File: config.mk
export PLATFORM = sky130hd
export DESIGN_NAME = kcpsm3_irq_ctrl
export DESIGN_NICKNAME = d
export VERILOG_FILES = /design/src/rtl/kcpsm3_irq_ctrl.sv
export SDC_FILE = /design/constraint.sdc
export NUM_CORES = 1
export LEC_CHECK = 0
export ABC_AREA = 1
export ABC_CLOCK_PERIOD_IN_PS = 2200
export CORE_MARGIN = 2
export CORE_UTILIZATION = 35
export DETAILED_ROUTE_END_ITERATION = 10
export PLACE_DENSITY = 0.7
export REMOVE_ABC_BUFFERS = 1
export SLEW_MARGIN = 10
export SYNTH_ARGS = -nofsm -noshare
export SYNTH_HDL_FRONTEND = slang
export SYNTH_SLANG_ARGS = --single-unit
File: constraint.sdc
create_clock -name clk -period 2.2 [get_ports clk]
set_input_delay 0.22 -clock clk [delete_from_list [all_inputs] [get_ports clk]]
set_output_delay 0.22 -clock clk [all_outputs]
set_load 0.01 [all_outputs]
File: src/rtl/kcpsm3_irq_ctrl.sv
// kcpsm3_irq_ctrl
//   Four-source interrupt controller for a KCPSM3 (PicoBlaze) core.
//   Active-low request lines are synchronised and their falling edges are
//   latched as pending. Pending, unmasked sources are arbitrated (fixed
//   priority or round-robin) onto the single interrupt line. The core
//   acknowledges, reads the serviced id, and retires it with an EOI write.
//
// Ports
//   clk            system clock, rising edge
//   reset_n        asynchronous active-low reset
//   irq_n[3:0]     active-low requests, asynchronous to clk
//   interrupt      to KCPSM3 interrupt input
//   interrupt_ack  from KCPSM3, single-cycle pulse
//   port_id[7:0]   KCPSM3 port address
//   write_strobe   KCPSM3 write strobe
//   out_port[7:0]  KCPSM3 write data
//   read_data[7:0] registered read data for the KCPSM3 in_port mux
//
// Register map (offset from BASE_ADDR)
//   +0  R: {active, 0, svc_id[1:0], pending[3:0]}   W: W1C pending[3:0]
//   +1  R/W: mask[3:0] (1 = enabled)
//   +2  R: {6'b0, svc_id}
//   +3  W: end-of-interrupt, data ignored; reads 0
//
// State    | meaning
// ---------+--------------------------------------------------------------
// S_IDLE   | no interrupt outstanding; arbitrate when pending & mask != 0
// S_REQ    | interrupt asserted for the latched grant; waiting for ack
// S_SERVICE| grant retired from pending; handler running, waiting for EOI

module kcpsm3_irq_ctrl #(
  parameter logic [7:0] BASE_ADDR = 8'hE0,
  parameter int         RR_MODE   = 0
) (
  input  logic       clk,
  input  logic       reset_n,
  input  logic [3:0] irq_n,
  output logic       interrupt,
  input  logic       interrupt_ack,
  input  logic [7:0] port_id,
  input  logic       write_strobe,
  input  logic [7:0] out_port,
  output logic [7:0] read_data
);

  localparam logic [7:0] ADDR_STAT = BASE_ADDR;
  localparam logic [7:0] ADDR_MASK = BASE_ADDR + 8'd1;
  localparam logic [7:0] ADDR_SVC  = BASE_ADDR + 8'd2;
  localparam logic [7:0] ADDR_EOI  = BASE_ADDR + 8'd3;

  typedef enum logic [1:0] {
    S_IDLE    = 2'd0,
    S_REQ     = 2'd1,
    S_SERVICE = 2'd2
  } state_t;

  state_t     state;
  logic [3:0] sync1, sync2, dly;
  logic [2:0] arm;
  logic [3:0] fall;
  logic [3:0] pending;
  logic [3:0] mask;
  logic [3:0] eligible;
  logic [3:0] clr;
  logic [1:0] grant;
  logic [1:0] svc_id;
  logic [1:0] rr_ptr;
  logic [1:0] winner;
  logic       active;
  logic       wr_stat, wr_mask, wr_eoi;
  logic       ack_take;
  logic [7:0] rd_next;
  logic       unused_hi;

  assign unused_hi = ^out_port[7:4];

  // Synchroniser, delay flop and a reset-release arming chain. The preset
  // to 1 keeps the pipe quiet during reset, but a line still held low after
  // release would walk a 1->0 transition through it; arm suppresses edge
  // detection until the pipe holds only real post-reset samples.
  always_ff @(posedge clk or negedge reset_n) begin
    if (!reset_n) begin
      sync1 <= 4'hF;
      sync2 <= 4'hF;
      dly   <= 4'hF;
      arm   <= 3'b000;
    end else begin
      sync1 <= irq_n;
      sync2 <= sync1;
      dly   <= sync2;
      arm   <= {arm[1:0], 1'b1};
    end
  end

  assign fall = arm[2] ? (dly & ~sync2) : 4'b0000;

  assign wr_stat  = write_strobe && (port_id == ADDR_STAT);
  assign wr_mask  = write_strobe && (port_id == ADDR_MASK);
  assign wr_eoi   = write_strobe && (port_id == ADDR_EOI);
  assign ack_take = (state == S_REQ) && interrupt_ack;
  assign active   = (state != S_IDLE);

  assign clr = (wr_stat  ? out_port[3:0]        : 4'b0000) |
               (ack_take ? (4'b0001 << grant)   : 4'b0000);

  // A fresh edge wins over a same-cycle clear.
  always_ff @(posedge clk or negedge reset_n) begin
    if (!reset_n) begin
      pending <= 4'h0;
      mask    <= 4'h0;
    end else begin
      pending <= (pending & ~clr) | fall;
      if (wr_mask) mask <= out_port[3:0];
    end
  end

  assign eligible = pending & mask;

  // First set bit scanning upward from ptr with wrap; ptr=0 gives fixed
  // priority with source 0 highest.
  function automatic logic [1:0] pick(input logic [3:0] req, input logic [1:0] ptr);
    logic [1:0] idx;
    logic [1:0] win;
    logic       found;
    win   = 2'd0;
    found = 1'b0;
    for (int k = 0; k < 4; k++) begin
      idx = ptr + 2'(k);
      if (!found && req[idx]) begin
        win   = idx;
        found = 1'b1;
      end
    end
    return win;
  endfunction

  assign winner = pick(eligible, (RR_MODE != 0) ? rr_ptr : 2'd0);

  always_ff @(posedge clk or negedge reset_n) begin
    if (!reset_n) begin
      state     <= S_IDLE;
      grant     <= 2'd0;
      svc_id    <= 2'd0;
      rr_ptr    <= 2'd0;
      interrupt <= 1'b0;
    end else begin
      case (state)
        S_IDLE: begin
          if (|eligible) begin
            grant     <= winner;
            interrupt <= 1'b1;
            state     <= S_REQ;
          end
        end
        S_REQ: begin
          // grant stays frozen here even if its source is masked or cleared
          if (interrupt_ack) begin
            svc_id    <= grant;
            interrupt <= 1'b0;
            state     <= S_SERVICE;
          end
        end
        S_SERVICE: begin
          if (wr_eoi) begin
            if (RR_MODE != 0) rr_ptr <= svc_id + 2'd1;
            // svc_id only carries meaning while a source is being serviced
            svc_id <= 2'd0;
            state  <= S_IDLE;
          end
        end
        default: begin
          interrupt <= 1'b0;
          state     <= S_IDLE;
        end
      endcase
    end
  end

  always_comb begin
    rd_next = 8'h00;
    if (port_id == ADDR_STAT)      rd_next = {active, 1'b0, svc_id, pending};
    else if (port_id == ADDR_MASK) rd_next = {4'b0000, mask};
    else if (port_id == ADDR_SVC)  rd_next = {6'b000000, svc_id};
  end

  always_ff @(posedge clk or negedge reset_n) begin
    if (!reset_n) read_data <= 8'h00;
    else          read_data <= rd_next;
  end

endmodule

==> results.py, run 1 <==
metrics = {
    "drt": {
        "first_pass_iters": 4,
        "num_vias": 1116,
        "routed_wl_um": 2630,
        "ant_nets": 0,
        "drc": 0,
        "avgRoutedWirePerCell_um": 10.8,
        "via_per_inst": 4.59,
        "drtIter0Drc": 113,
    },
    "critical_path": {
        "crit_buf_inv": 1,
        "required_ns": 1.98,
        "critPathTopFamily": "buffers and inverters",
        "reg2reg_depth": 4,
        "crit_type": "register to output port",
        "crit_chain": "clkdlybuf4s50_1",
        "cp-start-kind": "register",
        "arrival_ns": 1.16,
        "critical_path.max_fanout": 2,
        "path_depth": 1,
        "slowest_stage": "clkdlybuf4s50_1",
        "slowest_delay_ns": 0.53,
        "cp-end-kind": "output port",
    },
    "logic_synthesis": {
        "synth-seq-cells": 37,
        "synth_cell_types": 28,
        "synth_top_area_share_pct": 40.4,
        "synthAdderAreaFrac_pct": 0,
        "ys_seq_area_share_pct": 60.8,
        "yosysTopAreaCell": "dfrtp_1",
        "synthMuxAreaShare_pct": 0,
        "syn-cell-area_um2": 1550,
        "synth_edf_count": 0,
        "yosys_warnings": 0,
        "synth_top_family_by_area": "simple AND/OR/NAND/NOR gates",
        "avgSynthCellArea_um2": 9.86,
        "synth_simple_gate_area_share_pct": 25.0,
        "syn_inst": 157,
        "synth-async-reset-ratio_pct": 100,
        "synthFlopType": "dfrtp_1",
        "synth_xor_area_share_pct": 0,
        "synth_compound_area_share_pct": 6.71,
        "synthTopCellsByArea": "dfrtp_1 40%, dfstp_2 20%, nand2_1 8.2%, inv_1 5.1%, nand3_1 3.2%",
    },
    "die": {
        "num_rows": 24,
        "initial_utilization_pct": 36.0,
        "die_w_um": 70.5,
        "core_area_um2": 4290,
        "dieArea_um2": 4970,
        "pin_count": 33,
        "die_y_um": 70.5,
    },
    "pwr": {
        "swShare_pct": 27.6,
        "p_per_area_nw_per_um2": 805,
        "power.internal_uw": 1140,
        "p_leak_uw": 0.000881,
        "ir_drop_uv": 417,
        "p_seq_share_pct": 53.1,
        "p_clk_share_pct": 29.7,
        "p_sw_uw": 436,
        "p_comb_share_pct": 17.2,
        "power_uw": 1580,
    },
    "cells_and_area": {
        "multiInputGateArea_um2": 498,
        "final_cell_mix": "34 x nand2_1, 27 x clkdlybuf4s50_1, 25 x dfrtp_1, 21 x inv_1, 12 x dfstp_2",
        "ff_latch_area_um2": 941,
        "nets": 214,
        "areaGrowthSynthToFinish_pct": 26.8,
        "n_antenna_cell": 0,
        "final_util_pct": 45.7,
        "drive_gt1_share_pct": 17.3,
        "nFillCells": 432,
        "final_common_cell": "nand2_1",
    },
    "global_route": {
        "grt_usage_pct": 12.3,
        "overflow": 0,
        "grt_pass1_wl_um": 4710,
        "antenna_found_initial": 0,
        "grt_max_degree": 38,
        "grt_pass1_vias": 1134,
    },
    "sta": {
        "period_minus_slack_ns": 1.38,
        "finClkSkew_ns": 0.00500,
        "setup-tns-final_ns": 0,
        "grt_setup_unrepaired": "false",
        "final-max-slew-violation-count": 0,
        "clock.fmax_mhz": 727,
        "final_hold_viol_count": 0,
        "finalSetupViolations": 0,
        "fin_crit_sh_pct": 62.5,
        "fin_ws_ns": 0.824,
    },
    "placement": {
        "port-buffer-count": 27,
        "routabilityCongestion": 0.803,
        "pre_cts_slack_ns": 0.634,
        "place_hpwl_um": 2000,
    },
    "cts": {
        "cts_tree": "built",
        "clkTransAtPathRegs_ns": 0.06,
        "clkSinkCount": 37,
        "post_cts_resized": 0,
        "cts_setup_buffers": 0,
        "cts_root_buf": "clkbuf_8",
        "cts_made_buffers": 5,
        "cts_hold_buf": 0,
        "h-tree-depth": 2,
        "insertion_delay_ns": 0.28,
        "clk_path_buf_depth": 2,
    },
    "run": {
        "cap_viol_max_count": 0,
    },
    "min_path": {
        "min_path_cells": 1,
        "hold_class": "input port to register",
    },
    "outcome": {
        "outcome": "complete, no violations",
    },
}
-- worst paths after layout --
check	endpoint	slack, ns	start
max	interrupt	0.82	interrupt
min	sync1[0]	0.34	irq_n[0]
max reg2reg	grant[0]	1.05	state[1]
min reg2reg	arm[2]	0.35	arm[1]
max in group asynchronous	sync2[2]	1.51	reset_n
min in group asynchronous	state[0]	0.35	reset_n
-- Yosys cell counts, types with 3 or more instances --
master and number:
a21oi_1 3, dfrtp_1 25, dfstp_2 12, inv_1 21, nand2_1 34, nand3_1 10
nand3_2 3, nand3b_1 4, nand4_1 5, nor2_1 10, nor2_2 3, o21ai_1 7
-- metrics by stage --
step	instance area [um^2]	instances	hold slack, ns
6_report	1960	243	0.339
5_1_grt	1960	243	0.339
4_1_cts	1960	243	0.330
3_5_place_dp	1870	235	0.340
3_3_place_gp	1870	235	0.332
2_1_floorplan	1530	155	-0.0756
-- power by group through the flow --
stage	Clock, uW	Combinational, uW	Sequential [uW]
floorplan	0	171	836
global placement	0	269	844
detailed placement	0	277	850
CTS	483	278	838
global route	510	315	851
finish	469	272	839
-- area by class of cell --
type / count / area share, %
multi-input combinational: 94 / 25.4
clock buffer: 8 / 4.59
inverter: 24 / 4.59
tap: 52 / 3.32
timing repair buffer: 28 / 14.2
sequential: 37 / 48.0
-- layer usage --
layer | track usage [%] | share of wire [%] | vias to the layer above | wire (um)
met5 | 0 | 0 | - | 0
met4 | 6.41 | 2.8 | 0 | 74
met3 | 3.75 | 6.5 | 8 | 171
met2 | 21.8 | 50 | 33 | 1320
met1 | 13.0 | 40 | 514 | 1060
li1 | - | - | 561 | -
-- registers in the layout, summed over array words and instances, names as in the netlist --
signal / flops
arm: 3
dly: 4
grant: 2
interrupt: 1
mask: 4
pending: 4
read_data: 7
state: 2
svc_id: 2
sync1: 4
sync2: 4
-- cell families after synthesis --
| kind of cell | Yosys count |
|---|---|
| other cells | 2 |
| buf+inv | 26 |
| simple gates | 75 |
| compound gates | 17 |
| flops | 37 |
(Power assumes the default switching activity.)
==> inputs of run 2 (changes only) <==
Settings changed: ABC_CLOCK_PERIOD_IN_PS 2200 to 1290.
Clock period 2.2 ns to 1.29 ns, I/O delays scaled along.
==> run 2 against run 1 <==
Net effect:
- critical path depth unchanged
- cell area rose by 5.5%
- setup slack worse by 0.79 ns
- clock-buffer cell count shrank 1
- die area did not move
- combinational power is 82% higher
- sequential power rose by 69%
- worst hold slack lost 0.13 ns
- core utilization up 2.5 points
- sequential cell count did not move
- cell count grew 2.5%
- clock power up 120%
==> results.py, run 2 (same netlist as run 1, synthesis figures left out) <==
metrics = {
    "outcome": {
        "outcome": "complete, no violations",
    },
    "cells_and_area": {
        "top_register": "read_data",
        "instances_no_fill": 249,
        "n_antenna_cell": 0,
        "drive_gt1_share_pct": 20.8,
        "nets": 220,
        "final_util_pct": 48.2,
        "final_common_cell": "nand2_1",
        "areaGrowthSynthToFinish_pct": 33.8,
        "largest_reg_flops": 7,
        "final_cell_mix": "34 x nand2_1, 25 x dfrtp_1, 21 x inv_1, 20 x clkdlybuf4s50_1, 12 x dfstp_2",
    },
    "drt": {
        "routed_wl_um": 2650,
        "num_vias": 1111,
        "avgRoutedWirePerCell_um": 10.7,
        "drtIter0Drc": 59,
        "via_per_inst": 4.46,
        "drc": 0,
        "first_pass_iters": 5,
        "ant_nets": 0,
    },
    "cts": {
        "cts_setup_buffers": 0,
        "cts_tree": "built",
        "h-tree-depth": 2,
        "clkSinkCount": 37,
        "cts_made_buffers": 5,
        "clk_path_buf_depth": 2,
        "insertion_delay_ns": 0.28,
        "cts_root_buf": "clkbuf_8",
        "clkTransAtPathRegs_ns": 0.08,
    },
    "global_route": {
        "antenna_found_initial": 0,
        "grt_pass1_wl_um": 4760,
        "overflow": 0,
        "grt_usage_pct": 12.2,
        "grt_max_degree": 38,
        "grt_pass1_vias": 1137,
    },
    "sta": {
        "setup-tns-final_ns": 0,
        "fin_crit_sh_pct": 97.4,
        "hold_ws_ns": 0.212,
        "clock.fmax_mhz": 796,
        "period_minus_slack_ns": 1.26,
        "final_hold_viol_count": 0,
        "grt_setup_unrepaired": "false",
        "finClkSkew_ns": 0.00839,
        "final-max-slew-violation-count": 0,
        "finalSetupViolations": 0,
    },
    "pwr": {
        "p_per_area_nw_per_um2": 1430,
        "p_leak_uw": 0.00105,
        "ir_drop_uv": 789,
    },
    "critical_path": {
        "critPathTopFamily": "buffers and inverters",
        "critical_path.max_fanout": 1,
        "required_ns": 1.16,
        "crit_chain": "clkdlybuf4s50_1",
        "path_depth": 1,
        "arrival_ns": 1.13,
        "slowest_delay_ns": 0.52,
        "reg2reg_depth": 4,
        "crit_type": "register to output port",
        "cp-end-kind": "output port",
        "cp-start-kind": "register",
        "slowest_stage": "clkdlybuf4s50_1",
        "crit_buf_inv": 1,
    },
    "placement": {
        "routabilityCongestion": 0.766,
        "port-buffer-count": 27,
        "place_hpwl_um": 2030,
        "dpl.cell_count": 241,
    },
    "min_path": {
        "hold_class": "input port to asynchronous set/reset pin",
    },
    "die": {
        "die_y_um": 70.5,
        "dieArea_um2": 4970,
        "num_rows": 24,
        "core_area_um2": 4290,
        "initial_utilization_pct": 36.0,
        "die_w_um": 70.5,
        "pin_count": 33,
    },
    "run": {
        "cap_viol_max_count": 0,
    },
}
## run 2: cell types whose count changed in the layout (fill, tap and decap cells not counted), sizes merged
cell,change
dlymetal6s2s,+6
clkdlybuf4s50,-7
dlygate4sd2,+1
clkbuf,-1
buf,+6
inv,+1
## run 2: worst reg2reg max path, cell delays in order (launching register included)
cell and delay [ns]:
dfrtp_1 0.42, nand2_1 0.10, nand2_1 0.09, o21ai_1 0.27, o21ai_0 0.13
## run 2: where the power goes
part           leakage [uW]  internal (uW)  switching [uW]
combinational      0.000542            224             271
sequential         0.000443           1310             109
clock             0.0000651            622             411
total               0.00105           2160             790
## run 2: per-stage QoR
| step | worst slack, ns | instance area [um^2] | total power (uW) |
|---|---|---|---|
| global route | 0.000106 | 2070 | 3140 |
| floorplan | 0.297 | 1530 | 1720 |
| global placement | -0.0817 | 1930 | 1940 |
| CTS | 0.00192 | 2060 | 3000 |
| finish | 0.0333 | 2070 | 2950 |
| detailed placement | -0.102 | 1930 | 1960 |
## run 2: worst paths after layout
kind,startpoint,endpoint,slack (ns)
min in group clk,irq_n[1],sync1[1],0.24
min reg2reg,sync1[0],sync2[0],0.35
max reg2reg,mask[0],grant[0],0.16
min,reset_n,state[0],0.21
max,read_data[7],read_data[7],0.03
max in group asynchronous,reset_n,dly[0],0.83
## run 2: layout make-up
class	count	area, um^2
Inverter	24	90.1
Tap cell	52	65.1
Sequential cell	37	941
Clock buffer	7	119
Clock inverter	1	8.76
Timing Repair Buffer	34	349
Multi-Input combinational cell	94	498
Fill cell	417	2220
## run 2: what timing repair did
item | 4_1_cts | 5_1_grt
hold buffers | 0 | 0
resized for setup | 1 | 6
endpoints found under the setup margin | 1 | 6
## run 2: routing by layer
| metal | vias to the layer above | GRT usage [%] | wire length [um] |
|---|---|---|---|
| met5 | - | 0 | 0 |
| met4 | 0 | 3.85 | 26 |
| met3 | 4 | 4.04 | 169 |
| met2 | 28 | 22.0 | 1360 |
| met1 | 502 | 13.6 | 1100 |
| li1 | 577 | - | - |
==> inputs of run 3 (changes only) <==
--- a/config.mk
+++ b/config.mk
@@ -6,5 +6,4 @@
 export NUM_CORES = 1
 export LEC_CHECK = 0
-export ABC_AREA = 1
 export ABC_CLOCK_PERIOD_IN_PS = 1290
 export CORE_MARGIN = 2
==> constraint.sdc (replaced) <==
create_clock -name clk -period 1.29 [get_ports clk]
set_input_delay 0.129 -clock clk [delete_from_list [all_inputs] [get_ports clk]]
set_output_delay 0.129 -clock clk [all_outputs]
set_load 0.005 [all_outputs]
==> run 3 against run 2 <==
Net effect:
- setup slack got worse by 0.21 ns
- largest cell class unchanged
- routed wire length rose by 14%
- highest routed layer unchanged
- die area fell by 6.3%
- the flow now finishes with violations (setup timing)
- sequential power rose by 4%
- cell count fell by 11%
- non-clock buffer count rose by 16
- clock power fell by 4%
- critical path type is now input port to register
- global-route usage rose by 3.3 points
- core utilization rose by 4.8 points
==> results.py, run 3 <==
metrics = {
    "die": {
        "core_area_um2": 3970,
        "die_y_um": 68.2,
        "die_w_um": 68.2,
        "num_rows": 23,
        "pin_count": 33,
        "dieArea_um2": 4660,
        "initial_utilization_pct": 36.4,
    },
    "global_route": {
        "grt_pass1_wl_um": 5010,
        "overflow": 0,
        "grt_usage_pct": 15.5,
        "antenna_found_initial": 0,
        "grt_max_degree": 38,
        "grt_pass1_vias": 1091,
    },
    "cells_and_area": {
        "top_register": "read_data",
        "largest_reg_flops": 7,
        "final_common_cell": "dfrtp_1",
        "final_cell_mix": "25 x dfrtp_1, 21 x buf_4, 20 x clkdlybuf4s50_1, 12 x dfstp_2, 11 x nand2_1",
        "areaGrowthSynthToFinish_pct": 45.8,
        "drive_gt1_share_pct": 39.0,
        "nets": 195,
        "n_antenna_cell": 0,
    },
    "cts": {
        "cts_root_buf": "clkbuf_8",
        "cts_made_buffers": 5,
        "cts_tree": "built",
        "h-tree-depth": 2,
        "insertion_delay_ns": 0.30,
        "cts_hold_buf": 0,
        "clkTransAtPathRegs_ns": 0.07,
        "clkSinkCount": 37,
        "clk_path_buf_depth": 2,
    },
    "drt": {
        "routed_wl_um": 3040,
        "avgRoutedWirePerCell_um": 13.7,
        "first_pass_iters": 4,
        "num_vias": 1069,
        "drtIter0Drc": 100,
        "via_per_inst": 4.82,
        "ant_nets": 0,
        "drc": 0,
    },
    "logic_synthesis": {
        "synthFlopType": "dfrtp_1",
        "synthMostInstantiatedCell": "dfrtp_1",
        "synthTopCellsByCount": "25 x dfrtp_1, 12 x dfstp_2, 11 x nand2_1",
        "synth-seq-cells": 37,
        "ys_seq_area_share_pct": 65.2,
        "avgSynthCellArea_um2": 12.2,
        "synth-async-reset-ratio_pct": 100,
        "synth_cell_types": 36,
        "syn-cell-area_um2": 1440,
        "synth_top_area_share_pct": 43.3,
        "synth_edf_count": 0,
        "syn_inst": 118,
        "yosysTopAreaCell": "dfrtp_1",
        "yosys_warnings": 0,
        "synthTopCellsByArea": "dfrtp_1 43%, dfstp_2 22%, mux2_2 3.9%, nand2_1 2.9%, mux2i_1 2.8%",
    },
    "placement": {
        "routabilityCongestion": 0.832,
        "pre_cts_slack_ns": -0.823,
        "port-buffer-count": 27,
        "place_hpwl_um": 2210,
    },
    "sta": {
        "clock.fmax_mhz": 682,
        "setup-tns-final_ns": -0.685,
        "grt_setup_unrepaired": "true",
        "finClkSkew_ns": 0.00533,
        "period_minus_slack_ns": 1.47,
        "finalSetupViolations": 5,
        "fin_ws_ns": -0.176,
        "final-max-slew-violation-count": 0,
        "final_hold_viol_count": 0,
        "fin_crit_sh_pct": 114,
    },
    "pwr": {
        "power.internal_uw": 2310,
        "p_seq_share_pct": 46.8,
        "p_per_area_nw_per_um2": 1490,
        "p_comb_share_pct": 21.6,
        "p_leak_uw": 0.000996,
        "p_sw_uw": 816,
        "ir_drop_uv": 605,
        "power_uw": 3130,
        "swShare_pct": 26.1,
        "p_clk_share_pct": 31.6,
    },
    "critical_path": {
        "slowest_delay_ns": 0.53,
        "required_ns": 1.47,
        "slowest_stage": "or4b_4",
        "reg2reg_depth": 5,
        "crit_type": "input port to register",
        "critPathTopFamily": "simple AND/OR/NAND/NOR gates",
        "arrival_ns": 1.64,
        "cp-start-kind": "input port",
        "crit_buf_inv": 1,
        "cp-end-kind": "register",
        "reg2reg_slack_ns": 0.03,
        "worstReg2RegStart": "state[1]",
        "crit_chain": "buf_6 -> or4b_4 -> or2_4 -> nor3_4 -> mux2_4",
        "r2r-end": "pending[1]",
        "critical_path.max_fanout": 4,
    },
    "min_path": {
        "hold_class": "input port to asynchronous set/reset pin",
    },
    "run": {
        "cap_viol_max_count": 0,
    },
    "outcome": {
        "outcome": "complete, but fails checks",
        "failed_checks": "setup timing",
    },
}
==> run 3: cell types whose count changed in the layout (fill, tap and decap cells not counted), moves of 5 or more <==
cell	before	now
nand2_1	34	11
mux2_4	0	5
inv_1	21	3
buf_4	6	21
nand3_1	10	3
o21ai_1	7	2
==> run 3: stage by stage <==
| step | hold WS [ns] | instance area, um^2 | instances | utilization (%) |
|---|---|---|---|---|
| 2_1_floorplan | -0.167 | 1420 | 114 | - |
| 3_3_place_gp | 0.333 | 1920 | 211 | 48.3 |
| 3_5_place_dp | 0.336 | 1920 | 211 | 48.3 |
| 4_1_cts | 0.199 | 2070 | 222 | 52.0 |
| 5_1_grt | 0.212 | 2100 | 222 | 53.0 |
| 6_report | 0.197 | 2100 | 222 | 53.0 |
==> run 3: repair_timing <==
item / CTS / global route
endpoints found under the setup margin: 19 / 13
pin swaps: 4 / 8
gates resized for setup: 21 / 14
setup buffers: 3 / 1
hold endpoints to repair: 0 / 0
==> run 3: per-layer routing <==
metal | part of all wire (%) | global-route usage, % | vias up
met4 | 2.6 | 7.50 | 0
li1 | - | - | 510
met3 | 5.8 | 6.09 | 8
met5 | 0 | 0 | -
met1 | 42 | 17.5 | 516
met2 | 49 | 25.7 | 35
==> run 3: final cells by class <==
| type | count | area [um^2] |
|---|---|---|
| inverter | 3 | 11.3 |
| clock inverter | 2 | 38.8 |
| multi-input combinational | 74 | 526 |
| sequential | 37 | 941 |
| timing repair buffer | 50 | 453 |
| fill | 341 | 1870 |
| clock buffer | 6 | 72.6 |
| tap | 50 | 62.6 |
==> run 3: worst register-to-register path, cell delays in order, from the launching register on <==
cell and delay (ns):
dfrtp_1 0.41, nand3b_1 0.23, buf_4 0.17, nor2_1 0.07, a21boi_1 0.06, a32o_1 0.21
==> run 3: worst max path at each step <==
stage	start	endpoint	slack (ns)	depth (start not counted)
4_1_cts	port_id[2]	mask[0]	-0.17	5
6_report	port_id[2]	mask[3]	-0.18	5
5_1_grt	port_id[2]	mask[2]	-0.21	5
2_1_floorplan	port_id[3]	mask[0]	-0.40	4
3_5_place_dp	port_id[3]	mask[0]	-0.82	5
3_3_place_gp	port_id[3]	mask[0]	-0.77	5
==> run 3: cell families after synthesis <==
logic type / count (synthesis) / synth area share, %
flops: 37 / 65.2
compound gates: 20 / 8.84
simple gates: 43 / 16.6
buf+inv: 7 / 2.17
mux: 9 / 6.67
other cells: 2 / 0.520
==> run 3: power by group through the flow <==
stage               Sequential (uW)  Combinational [uW]  Clock (uW)
floorplan                      1450                 257           0
global placement               1470                 558           0
detailed placement             1480                 579           0
CTS                            1450                 627        1030
global route                   1480                 741        1080
finish                         1470                 675         990
